$ cat src/rtl/ysyx_25040105_inst_fetch.sv
// Instruction fetch stage: owns the PC, issues one word read at a time to a
// variable-latency imem and holds the fetched word until decode accepts it.
module ysyx_25040105_inst_fetch #(
   parameter logic [31:0] RESET_PC = 32'h8000_0000,
   parameter int          CNT_W    = 32
) (
   input  logic             i_clk,
   input  logic             i_rst,
   input  logic             i_redirect_valid,
   input  logic [31:0]      i_redirect_pc,
   output logic             o_imem_req_valid,
   input  logic             i_imem_req_ready,
   output logic [31:0]      o_imem_req_addr,
   input  logic             i_imem_rsp_valid,
   input  logic [31:0]      i_imem_rsp_data,
   input  logic             i_imem_rsp_err,
   output logic             o_out_valid,
   input  logic             i_out_ready,
   output logic [31:0]      o_out_pc,
   output logic [31:0]      o_out_inst,
   output logic             o_out_fault,
   output logic [CNT_W-1:0] o_fetch_cnt
);

   typedef enum logic [2:0] {
      S_IDLE, S_REQ, S_WAIT, S_HOLD, S_HALT
   } state_t;

   state_t            r_state, w_state_nxt;
   logic [31:0]       r_pc, w_pc_nxt;
   logic              r_kill, w_kill_nxt;
   logic [31:0]       r_out_pc, w_out_pc_nxt;
   logic [31:0]       r_out_inst, w_out_inst_nxt;
   logic              r_out_fault, w_out_fault_nxt;
   logic [CNT_W-1:0]  r_cnt;

   logic w_req_hs, w_out_hs, w_misalign, w_outstanding;

   assign w_req_hs   = (r_state == S_REQ) && i_imem_req_ready;
   assign w_out_hs   = (r_state == S_HOLD) && i_out_ready;
   assign w_misalign = (i_redirect_pc[1:0] != 2'b00);
   // A request is still in flight after this edge: just accepted, or waited on
   // with no response arriving now.
   assign w_outstanding = w_req_hs || ((r_state == S_WAIT) && !i_imem_rsp_valid);

   always_comb begin
      w_state_nxt     = r_state;
      w_pc_nxt        = r_pc;
      w_kill_nxt      = r_kill;
      w_out_pc_nxt    = r_out_pc;
      w_out_inst_nxt  = r_out_inst;
      w_out_fault_nxt = r_out_fault;

      // A killed response is dropped wherever it turns up.
      if (i_imem_rsp_valid && r_kill)
         w_kill_nxt = 1'b0;

      unique case (r_state)
         S_IDLE: w_state_nxt = S_REQ;
         S_REQ: begin
            if (w_req_hs)
               w_state_nxt = S_WAIT;
         end
         S_WAIT: begin
            if (i_imem_rsp_valid) begin
               if (r_kill) begin
                  w_state_nxt = S_REQ;
               end else begin
                  w_state_nxt     = S_HOLD;
                  w_out_pc_nxt    = r_pc;
                  w_out_inst_nxt  = i_imem_rsp_data;
                  w_out_fault_nxt = i_imem_rsp_err;
               end
            end
         end
         S_HOLD: begin
            if (w_out_hs) begin
               if (r_out_fault) begin
                  w_state_nxt = S_HALT;
               end else begin
                  w_state_nxt = S_REQ;
                  w_pc_nxt    = r_pc + 32'd4;
               end
            end
         end
         S_HALT: w_state_nxt = S_HALT;
         default: w_state_nxt = S_IDLE;
      endcase

      // Redirect overrides whatever the state decided above.
      if (i_redirect_valid) begin
         w_pc_nxt = i_redirect_pc;
         if (w_outstanding)
            w_kill_nxt = 1'b1;
         if (w_misalign) begin
            w_state_nxt     = S_HOLD;
            w_out_pc_nxt    = i_redirect_pc;
            w_out_inst_nxt  = 32'd0;
            w_out_fault_nxt = 1'b1;
         end else begin
            w_state_nxt = w_outstanding ? S_WAIT : S_REQ;
            if (w_state_nxt == S_HOLD)
               w_state_nxt = S_REQ;
         end
      end
   end

   always_ff @(posedge i_clk) begin
      if (!i_rst) begin
         r_state     <= S_IDLE;
         r_pc        <= RESET_PC;
         r_kill      <= 1'b0;
         r_out_pc    <= 32'd0;
         r_out_inst  <= 32'd0;
         r_out_fault <= 1'b0;
         r_cnt       <= '0;
      end else begin
         r_state     <= w_state_nxt;
         r_pc        <= w_pc_nxt;
         r_kill      <= w_kill_nxt;
         r_out_pc    <= w_out_pc_nxt;
         r_out_inst  <= w_out_inst_nxt;
         r_out_fault <= w_out_fault_nxt;
         if (w_out_hs)
            r_cnt <= r_cnt + CNT_W'(1);
      end
   end

   assign o_imem_req_valid = (r_state == S_REQ);
   assign o_imem_req_addr  = r_pc;
   assign o_out_valid      = (r_state == S_HOLD);
   assign o_out_pc         = r_out_pc;
   assign o_out_inst       = r_out_inst;
   assign o_out_fault      = r_out_fault;
   assign o_fetch_cnt      = r_cnt;

endmodule

$ cat config.mk
export PLATFORM = sky130hd
export DESIGN_NAME = ysyx_25040105_inst_fetch
export DESIGN_NICKNAME = d
export VERILOG_FILES = /design/src/rtl/ysyx_25040105_inst_fetch.sv
export SDC_FILE = /design/constraint.sdc
export NUM_CORES = 1
export LEC_CHECK = 0
export BUFFER_PORTS_ARGS = -buffer_cell sky130_fd_sc_hd__buf_2
export CORE_ASPECT_RATIO = 1.1
export CORE_MARGIN = 2
export CORE_UTILIZATION = 55
export DETAILED_ROUTE_END_ITERATION = 7
export PLACE_DENSITY = 0.91
export SLEW_MARGIN = 10
export SYNTH_ARGS = -nofsm -noshare
export SYNTH_HDL_FRONTEND = slang
export SYNTH_SLANG_ARGS = --single-unit
$ cat constraint.sdc
create_clock -name i_clk -period 3.29 [get_ports i_clk]
set_input_delay 0.658 -clock i_clk [delete_from_list [all_inputs] [get_ports i_clk]]
set_output_delay 0.658 -clock i_clk [all_outputs]
set_load 0.1 [all_outputs]
==> summary.md, run 1 <==
| Metric | Value |
|---|---|
| Outcome | finished clean |
| Post CTS Setup Buffer Count | 0 |
| Initial antenna violation count | 1 |
| Crit end category | register |
| Max Buffers Root-to-Sink | 2 |
| Req. time, crit path | 3.60 ns |
| R2r setup slk | 0.85 ns |
| Maximum VDD drop | 365.6 uV |
| H-tree depth | 4 |
| Post-synth net total | 862 |
| First-pass GRT wire length | 28320 um |
| Relative slew slack | 26.63% |
| CTS hold repair buffers | 0 |
| Vias in the first global route | 6034 |
| GR peak layer | met2 |
| Post-Syn Instances | 789 |
| CTS resizes | 0 |
| Asr flop ratio synth | 0% |
| Ratio of cells with drive above 1 in the final layout | 26.34% |
| Syn avg cell area | 8.011 um^2 |
| DP HPWL | 11940 um |
| Leading area contributor after synthesis | dfxtp_1 |
| Crit path kind | register to register |
| DIE WIDTH | 106.2 um |
| Synth warn | 0 |
| Register area share after synthesis | 42.12% |
| GP Congestion | 0.8153 |
| RSZ-0062 raised after global routing | no |
| Crit path max fanout | 25 |
| Post-synth EDFFs | 0 |
| Synth area leaders | dfxtp_1 (42%), nand2_1 (9.6%), a311oi_1 (5.3%), a21oi_1 (4.4%), nor2_1 (3.4%) |
| Clock transition at the registers of the reported paths | 0.06 ns |
| Area delta synth->final | 25.22% |
| Synth unique cells | 57 |
| Drt wl/cell | 15.86 um |
| Met1 usage | 33.71% |
| GRT met3 Usage | 7.813% |
| CP startpoint kind | register |
| Setup TNS | 0 ns |
| Clk root buf | clkbuf_16 |
| Crit path time final | 2.439 ns |
| Synth top cells by count | nand2_1 (162), dfxtp_1 (133), nor2_1 (58) |
| Top FF cell, synth | dfxtp_1 |
| Slew Limit Fails | 0 |
| Initial Util | 55.76% |
| Clock skew | 0.007380 ns |
| Overall Global Routing Usage | 28.27% |
| Maximum clock rate | 410.0 MHz |
| Critical path arrival | 2.75 ns |
| Leak Pwr | 3.236 nW |
| Slew @ Worst Pin | 1.096 ns |
| Min-delay worst type | register to register |
| Ports | 202 |
| Synth Register Bits | 133 |
| Final hold vios | 0 |
| Count leader, synth | nand2_1 |
| Largest net degree at the start of global routing | 45 |
| M2 GR Usage | 48.42% |
| Max Cap Viol | 0 |
| Rows | 41 |
| Power Dens Cells | 562.9 mW/mm^2 |
| GRT Residual Overflow | 0 |
| CTS tree | built |
| Die Y-Extent | 116.4 um |
| Antenna-violating nets left | 0 |
| Final wirelength | 17730 um |
| Cell Area, Synth | 0.006321 mm^2 |
| Die ar. | 0.01237 mm^2 |
| Clk_lat worst skew | 0.41 ns |
| Post-synth top area share | 42.12% |
| Port buffer count | 201 |
| DR vias/cell | 5.892 |
| Final critical-path share of the clock period | 74.13% |
| TritonRoute pass-1 iters | 5 |
| Endpoints failing setup | 0 |
| Core footprint | 0.01134 mm^2 |
| DR iter-0 viols | 457 |
| DR vias | 6587 |
| Clock buffer count from CTS | 17 |
| Hold_ws | 0.4500 ns |
| Ant diodes | 0 |
| Nets | 1029 |
| DRC viols | 0 |
| Clock Sinks | 133 |
-- worst max-delay path: stages, from the launching register on --
cell and delay (ns):
dfxtp_1 0.49, and4_1 0.42, nand4b_2 0.52, or4_1 0.66
a311oi_1 0.25
-- metal layers --
layer  wire length, um  vias up  share of wire, %
met1              7358     3072                41
met5                13        -             0.073
met2              8494      275                48
li1                  -     3202                 -
met4               429        2               2.4
met3              1438       36               8.1
-- final cells by class --
cell class	instances	area, um^2
Sequential cell	133	2663
Inverter	14	52.55
Fill cell	955	3422
Clock inverter	9	77.57
Timing Repair Buffer	213	1096
Multi-Input combinational cell	577	3354
Clock buffer	22	484.2
Tap cell	150	187.7
-- flip-flops by register name, summed over array words and instances (netlist names) --
name,count
o_fetch_cnt,32
o_out_fault,1
o_imem_req_addr,32
o_out_pc,32
r_state,3
r_kill,1
o_out_inst,32
-- power by group --
group | switching [mW] | internal, mW | leakage [nW] | total, mW
Clock | 0.679 | 1.11 | 0.274 | 1.79
Sequential | 0.0839 | 1.68 | 1.09 | 1.77
Combinational | 0.728 | 0.172 | 1.87 | 0.900
-- cell families (layout without fill, tap and decap cells) --
family	Yosys count	count (layout)	synth area share [%]
buffers and inverters	79	258	5.028
muxes	8	8	1.267
adders and majority gates	2	2	0.3958
and+or+nand+nor	372	372	29.81
DFF	133	133	42.12
xor gates and xnor gates	16	16	2.217
AOI/OAI and AO/OA	179	179	19.16
-- worst paths after layout --
path / start / endpoint / cells after the start
max reg2reg: o_imem_req_addr[9] / o_imem_req_addr[23] / 4
max: o_imem_req_addr[9] / o_imem_req_addr[23] / 4
min: o_out_inst[8] / o_out_inst[8] / 2
min reg2reg: o_out_inst[8] / o_out_inst[8] / 2
-- per-stage QoR --
| stage | std cells | setup slack, ns | utilization [%] | power, mW | area, um^2 |
|---|---|---|---|---|---|
| 2_1_floorplan | 789 | 0.6860 | - | 2.510 | 6321 |
| 3_3_place_gp | 1087 | 0.8347 | 64.86 | 2.683 | 7353 |
| 3_5_place_dp | 1087 | 0.7453 | 64.86 | 2.694 | 7353 |
| 4_1_cts | 1118 | 0.8688 | 69.82 | 4.474 | 7915 |
| 5_1_grt | 1118 | 0.6401 | 69.82 | 4.600 | 7915 |
| 6_report | 1118 | 0.8510 | 69.82 | 4.456 | 7915 |
-- placed cells by master (no fill, tap or decap), types with 5 or more instances in the layout --
| cell | count |
|---|---|
| a211oi_1 | 8 |
| a21oi_1 | 55 |
| a311oi_1 | 38 |
| a31oi_1 | 8 |
| and3_1 | 14 |
| and4_1 | 10 |
| buf_2 | 201 |
| buf_4 | 12 |
| clkbuf_16 | 17 |
| clkinv_2 | 5 |
| dfxtp_1 | 133 |
| inv_1 | 13 |
| mux2i_1 | 8 |
| nand2_1 | 161 |
| nand2b_1 | 12 |
| nand3_1 | 23 |
| nand4_1 | 18 |
| nor2_1 | 58 |
| nor2b_1 | 7 |
| nor3_1 | 7 |
| nor3b_1 | 6 |
| nor4_1 | 15 |
| o21ai_0 | 26 |
| o31ai_1 | 16 |
| or4_1 | 15 |
| xnor2_1 | 9 |
| xor2_1 | 7 |
Note: power is estimated with default switching activity, not from simulation.
==> run 2: changes to the inputs <==
- CORE_UTILIZATION: 55 -> 51
- PLACE_DENSITY: 0.91 -> 0.86
- clock period: 3.29 -> 2.5 ns (I/O delays scaled with it)
==> summary.md, run 2 (synthesis results as in run 1) <==
| Metric | Value |
|---|---|
| GRT Residual Overflow | 0 (unchanged) |
| Min-delay worst type | input pin to register |
| Relative slew slack | 52.14% (+26 points) |
| Clock transition at the registers of the reported paths | 0.06 ns (about the same) |
| DRC viols | 0 (unchanged) |
| Ratio of cells with drive above 1 in the final layout | 27.36% (+1.0 points) |
| R2r setup slk | 0.27 ns (-0.58 ns) |
| Layout fillers | 1025 (+7.3%) |
| Crit path cell chain | and4b_1 -> buf_4 -> nand4_1 -> o311ai_0 -> o41ai_1 |
| Outcome | finished clean |
| Commonest non-fill, non-tap cell in the layout | buf_2 |
| Most frequent cells in the layout | buf_2 (201), nand2_1 (161), dfxtp_1 (130), nor2_1 (58), a21oi_1 (55) |
| Rows | 42 (+2.4%) |
| Area delta synth->final | 28.15% |
| Final Power | 6.174 mW (+39%) |
| H-tree depth | 4 (unchanged) |
| CP startpoint kind | register |
| Cell Area, Placed | 0.007467 mm^2 (+1.5%) |
| Fin cells | 1131 (+1.2%) |
| Slew Limit Fails | 0 (unchanged) |
| GP Congestion | 0.8786 (+7.8%) |
| DP HPWL | 12140 um (+1.7%) |
| Die ar. | 0.01330 mm^2 (+7.6%) |
| Crit path time final | 2.226 ns (-0.2135 ns) |
| First-pass GRT wire length | 28530 um (+0.76%) |
| DIE WIDTH | 110.2 um (+3.7%) |
| Nets | 1038 (+0.87%) |
| DR vias/cell | 5.848 (-0.74%) |
| Clk root buf | clkbuf_16 |
| Slew @ Worst Pin | 0.7162 ns (-0.3802 ns) |
| RSZ-0062 raised after global routing | no |
| Overall Global Routing Usage | 26.98% (-1.3 points) |
| Clock Sinks | 133 (unchanged) |
| Crit path kind | register to register |
| Clock skew | 0.006162 ns (-0.001219 ns) |
| TritonRoute pass-1 iters | 5 (unchanged) |
| CTS resizes | 0 (unchanged) |
| CTS hold repair buffers | 0 (unchanged) |
| Crit path max fanout | 14 (-44%) |
| Setup TNS | 0 ns (unchanged) |
| Power Dens Cells | 762.2 mW/mm^2 (+35%) |
| Final wirelength | 17880 um (+0.80%) |
| Leak Pwr | 3.325 nW (+2.8%) |
| CP max stage delay | 0.53 ns (-0.13 ns) |
| Final Util | 67.02% (-2.8 points) |
| Final instance area | 0.008100 mm^2 (+2.3%) |
| Crit end category | register |
| CP bufs+invs | 1 (+1) |
| Final critical-path share of the clock period | 89.02% (+15 points) |
| Core footprint | 0.01209 mm^2 (+6.6%) |
| Port buffer count | 201 (unchanged) |
| DR vias | 6614 (+0.41%) |
| Initial Util | 52.30% (-3.5 points) |
| Endpoints failing setup | 0 (unchanged) |
| Antenna-violating nets left | 0 (unchanged) |
| Req. time, crit path | 2.79 ns (-0.81 ns) |
| CTS tree | built |
| Die Y-Extent | 120.8 um (+3.7%) |
| Maximum VDD drop | 493.2 uV (+35%) |
| Drt wl/cell | 15.81 um (-0.36%) |
| Max Cap Viol | 0 (unchanged) |
| Final hold vios | 0 (unchanged) |
| Maximum clock rate | 449.3 MHz (+9.6%) |
| DR iter-0 viols | 487 (+6.6%) |
| # placed instances | 1100 (+1.2%) |
| Vias in the first global route | 6000 (-0.56%) |
| Max Buffers Root-to-Sink | 2 (unchanged) |
| Critical path arrival | 2.51 ns (-0.24 ns) |
| Largest net degree at the start of global routing | 65 (+44%) |
| Initial antenna violation count | 0 (-1) |
| Delay-heaviest family, CP | simple AND/OR/NAND/NOR gates |
| Max stage delay cell, worst path | dfxtp_1 |
| Ports | 202 (unchanged) |
| Clk_lat worst skew | 0.42 ns (about the same) |
| Clock buffer count from CTS | 17 (unchanged) |
| Post CTS Setup Buffer Count | 0 (unchanged) |
-- run 2: cell count changes in the layout (fill, tap and decap cells not counted) --
cell,previous run,this run
buf_4,12,18
buf_12,0,3
bufinv_16,1,4
dfxtp_1,133,130
dfxtp_2,0,3
clkinv_2,5,3
clkbuf_1,1,0
clkinvlp_4,3,2
diode_2,0,1
-- run 2: worst register-to-register path: cells and delay by family, from the launching register on --
kind,cells,cell delay (ns)
DFF,1,0.53
and+or+nand+nor,2,0.71
AOI/OAI and AO/OA,2,0.64
buffers and inverters,1,0.21
-- run 2: final cells by class --
class / count / area [um^2] / share of cell area [%]
clock buffers: 21 / 480.5 / 5.931
inverters: 14 / 52.55 / 0.6487
flip-flops and latches: 133 / 2666 / 32.92
clock inverters: 9 / 150.1 / 1.854
well taps: 154 / 192.7 / 2.379
repair buffers: 222 / 1201 / 14.83
multi-input cells: 577 / 3354 / 41.41
diodes: 1 / 2.502 / 0.03089
-- run 2: final timing paths --
kind                            start               to  cells past startpoint
setup reg to reg           r_state[0]  o_fetch_cnt[25]                      5
setup / recovery           r_state[0]  o_fetch_cnt[25]                      5
hold / removal    i_imem_rsp_data[19]   o_out_inst[19]                      3
hold reg to reg        o_out_inst[18]   o_out_inst[18]                      2
-- run 2: per-stage QoR --
| step | setup slack [ns] | hold slack (ns) |
|---|---|---|
| after global placement | 0.4091 | 0.4390 |
| after detailed placement | 0.2816 | 0.4440 |
| after global routing | 0.07252 | 0.3031 |
| after CTS | 0.2695 | 0.2933 |
| final | 0.2745 | 0.3107 |
| after floorplan | 0.008993 | 0.5016 |
-- run 2: report_power, final --
| part | switching, mW | total (mW) | internal (mW) |
|---|---|---|---|
| clock | 0.890 | 2.65 | 1.76 |
| combinational | 0.974 | 1.21 | 0.241 |
| sequential | 0.0942 | 2.31 | 2.22 |
| total | 1.96 | 6.17 | 4.22 |
-- run 2: routing by layer --
| layer | track usage [%] | up-vias | wire length, um |
|---|---|---|---|
| met4 | 12.19 | 0 | 439 |
| li1 | - | 3222 | - |
| met2 | 42.41 | 272 | 8487 |
| met3 | 8.032 | 43 | 1464 |
| met5 | 0 | - | 0 |
| met1 | 33.83 | 3077 | 7484 |
==> run 3: changes to the inputs <==
- CORE_MARGIN: 2 -> default
==> summary.md, run 3 (synthesis results as in run 1) <==
| Metric | Value |
|---|---|
| Crit path time final | 2.250 ns (+0.02403 ns) |
| Port buffer count | 201 (unchanged) |
| Antenna-violating nets left | 0 (unchanged) |
| Critical path arrival | 2.53 ns (+0.02 ns) |
| Leak Pwr | 3.329 nW (+0.10%) |
| Clock power frac | 43.7% (+0.8 points) |
| CP startpoint kind | register |
| DR vias/cell | 5.752 (-1.6%) |
| Clock transition at the registers of the reported paths | 0.06 ns (about the same) |
| Sw power | 2.004 mW (+2.3%) |
| Clk_lat worst skew | 0.43 ns (about the same) |
| Commonest non-fill, non-tap cell in the layout | buf_2 |
| Comb power frac | 19.1% (-0.6 points) |
| Final critical-path share of the clock period | 89.98% (+0.96 points) |
| DP HPWL | 12160 um (+0.18%) |
| Nets | 1040 (+0.19%) |
| Initial Util | 52.53% (+0.23 points) |
| Req. time, crit path | 2.78 ns (about the same) |
| First-pass GRT wire length | 28640 um (+0.36%) |
| Hold_ws | 0.3083 ns (-0.002447 ns) |
| Largest net degree at the start of global routing | 42 (-35%) |
| Clock skew | 0.01662 ns (+0.01046 ns) |
| Endpoints failing setup | 0 (unchanged) |
| Min-delay worst type | input pin to register |
| DRC viols | 0 (unchanged) |
| CTS tree | built |
| Area delta synth->final | 28.27% (about the same) |
| H-tree depth | 4 (unchanged) |
| Power Dens Cells | 770.8 mW/mm^2 (+1.1%) |
| Crit path max fanout | 14 (unchanged) |
| GP Congestion | 0.8106 (-7.7%) |
| TritonRoute pass-1 iters | 5 (unchanged) |
| Seq pwr share | 37.2% (-0.3 points) |
| CTS resizes | 0 (unchanged) |
| Overall Global Routing Usage | 27.94% (+0.97 points) |
| Clock Sinks | 133 (unchanged) |
| GRT Residual Overflow | 0 (unchanged) |
| RSZ-0062 raised after global routing | no |
| Die Y-Extent | 118.8 um (-1.7%) |
| Maximum clock rate | 444.5 MHz (-1.1%) |
| DR iter-0 viols | 520 (+6.8%) |
| Clock buffer count from CTS | 17 (unchanged) |
| Internal | 4.246 mW (+0.72%) |
| Final wirelength | 17550 um (-1.8%) |
| Slew @ Worst Pin | 0.6832 ns (-0.03303 ns) |
| Max Cap Viol | 0 (unchanged) |
| Final hold vios | 0 (unchanged) |
| CTS hold repair buffers | 0 (unchanged) |
| Crit end category | register |
| Rows | 42 (unchanged) |
| Max Buffers Root-to-Sink | 2 (unchanged) |
| Post CTS Setup Buffer Count | 0 (unchanged) |
| Setup TNS | 0 ns (unchanged) |
| Slew Limit Fails | 0 (unchanged) |
| Vias in the first global route | 6066 (+1.1%) |
| Clk root buf | clkbuf_16 |
| Ports | 202 (unchanged) |
| Most frequent cells in the layout | buf_2 (201), nand2_1 (161), dfxtp_1 (130), nor2_1 (58), a21oi_1 (55) |
| Core footprint | 0.01203 mm^2 (-0.44%) |
| Ratio of cells with drive above 1 in the final layout | 27.55% (+0.19 points) |
| Final Power | 6.249 mW (+1.2%) |
| DR vias | 6528 (-1.3%) |
| Relative slew slack | 54.35% (+2.2 points) |
| Outcome | finished clean |
| Maximum VDD drop | 497.9 uV (+0.95%) |
| Initial antenna violation count | 1 (+1) |
| Switching share of power | 32.06% (+0.34 points) |
| DIE WIDTH | 108.2 um (-1.8%) |
| Crit path kind | register to register |
| Drt wl/cell | 15.46 um (-2.2%) |
| Die ar. | 0.01284 mm^2 (-3.4%) |
## run 3: cell types whose count changed in the layout (fill, tap and decap cells not counted), sizes merged
cell      delta
buf          +2
clkbuf       -2
clkinv       +2
bufinv       +1
clkinvlp     +1
## run 3: cell type report
class	count	area (um^2)
Inverter	14	52.55
Tap cell	154	192.7
Multi-Input combinational cell	577	3354
Fill cell	1030	3926
Clock inverter	13	205.2
Clock buffer	19	442.9
Antenna cell	1	2.502
Sequential cell	133	2666
Timing Repair Buffer	224	1191
## run 3: path summary, 6_finish.rpt
kind / to / slack, ns / from / cells past startpoint
hold / removal: o_out_inst[0] / 0.31 / i_imem_rsp_data[0] / 3
hold reg to reg: o_out_inst[8] / 0.45 / o_out_inst[8] / 2
setup / recovery: o_fetch_cnt[27] / 0.25 / r_state[0] / 5
setup reg to reg: o_fetch_cnt[27] / 0.25 / r_state[0] / 5
## run 3: power groups by stage
stage | logic, mW | registers (mW) | clock network, mW
floorplan | 0.315 | 2.99 | 0
global placement | 1.18 | 2.36 | 0
detailed placement | 1.19 | 2.37 | 0
CTS | 1.20 | 2.32 | 2.77
global route | 1.25 | 2.34 | 2.86
finish | 1.19 | 2.32 | 2.73
## run 3: worst max-delay path, cell delays in order, from the launching register on
cell	delay (ns)
dfxtp_1	0.54
and4b_1	0.30
buf_4	0.22
nand4_1	0.43
o311ai_0	0.48
o41ai_1	0.14
## run 3: routing by layer
| metal | up-vias | wire length (um) | track usage (%) |
|---|---|---|---|
| met4 | 0 | 453 | 12.24 |
| met5 | - | 0 | 0 |
| met1 | 2993 | 7485 | 34.95 |
| met2 | 272 | 8269 | 44.82 |
| li1 | 3227 | - | - |
| met3 | 36 | 1338 | 7.170 |
## run 3: stage by stage
stage                     area (um^2)  utilization, %  setup WS [ns]  instances
after global routing             8108           67.37        0.07134       1135
after detailed placement         7457           61.97         0.3037       1102
final                            8108           67.37         0.2505       1135
after floorplan                  6325               -       0.008993        789
after CTS                        8105           67.35         0.2811       1134
after global placement           7457           61.97         0.4020       1102
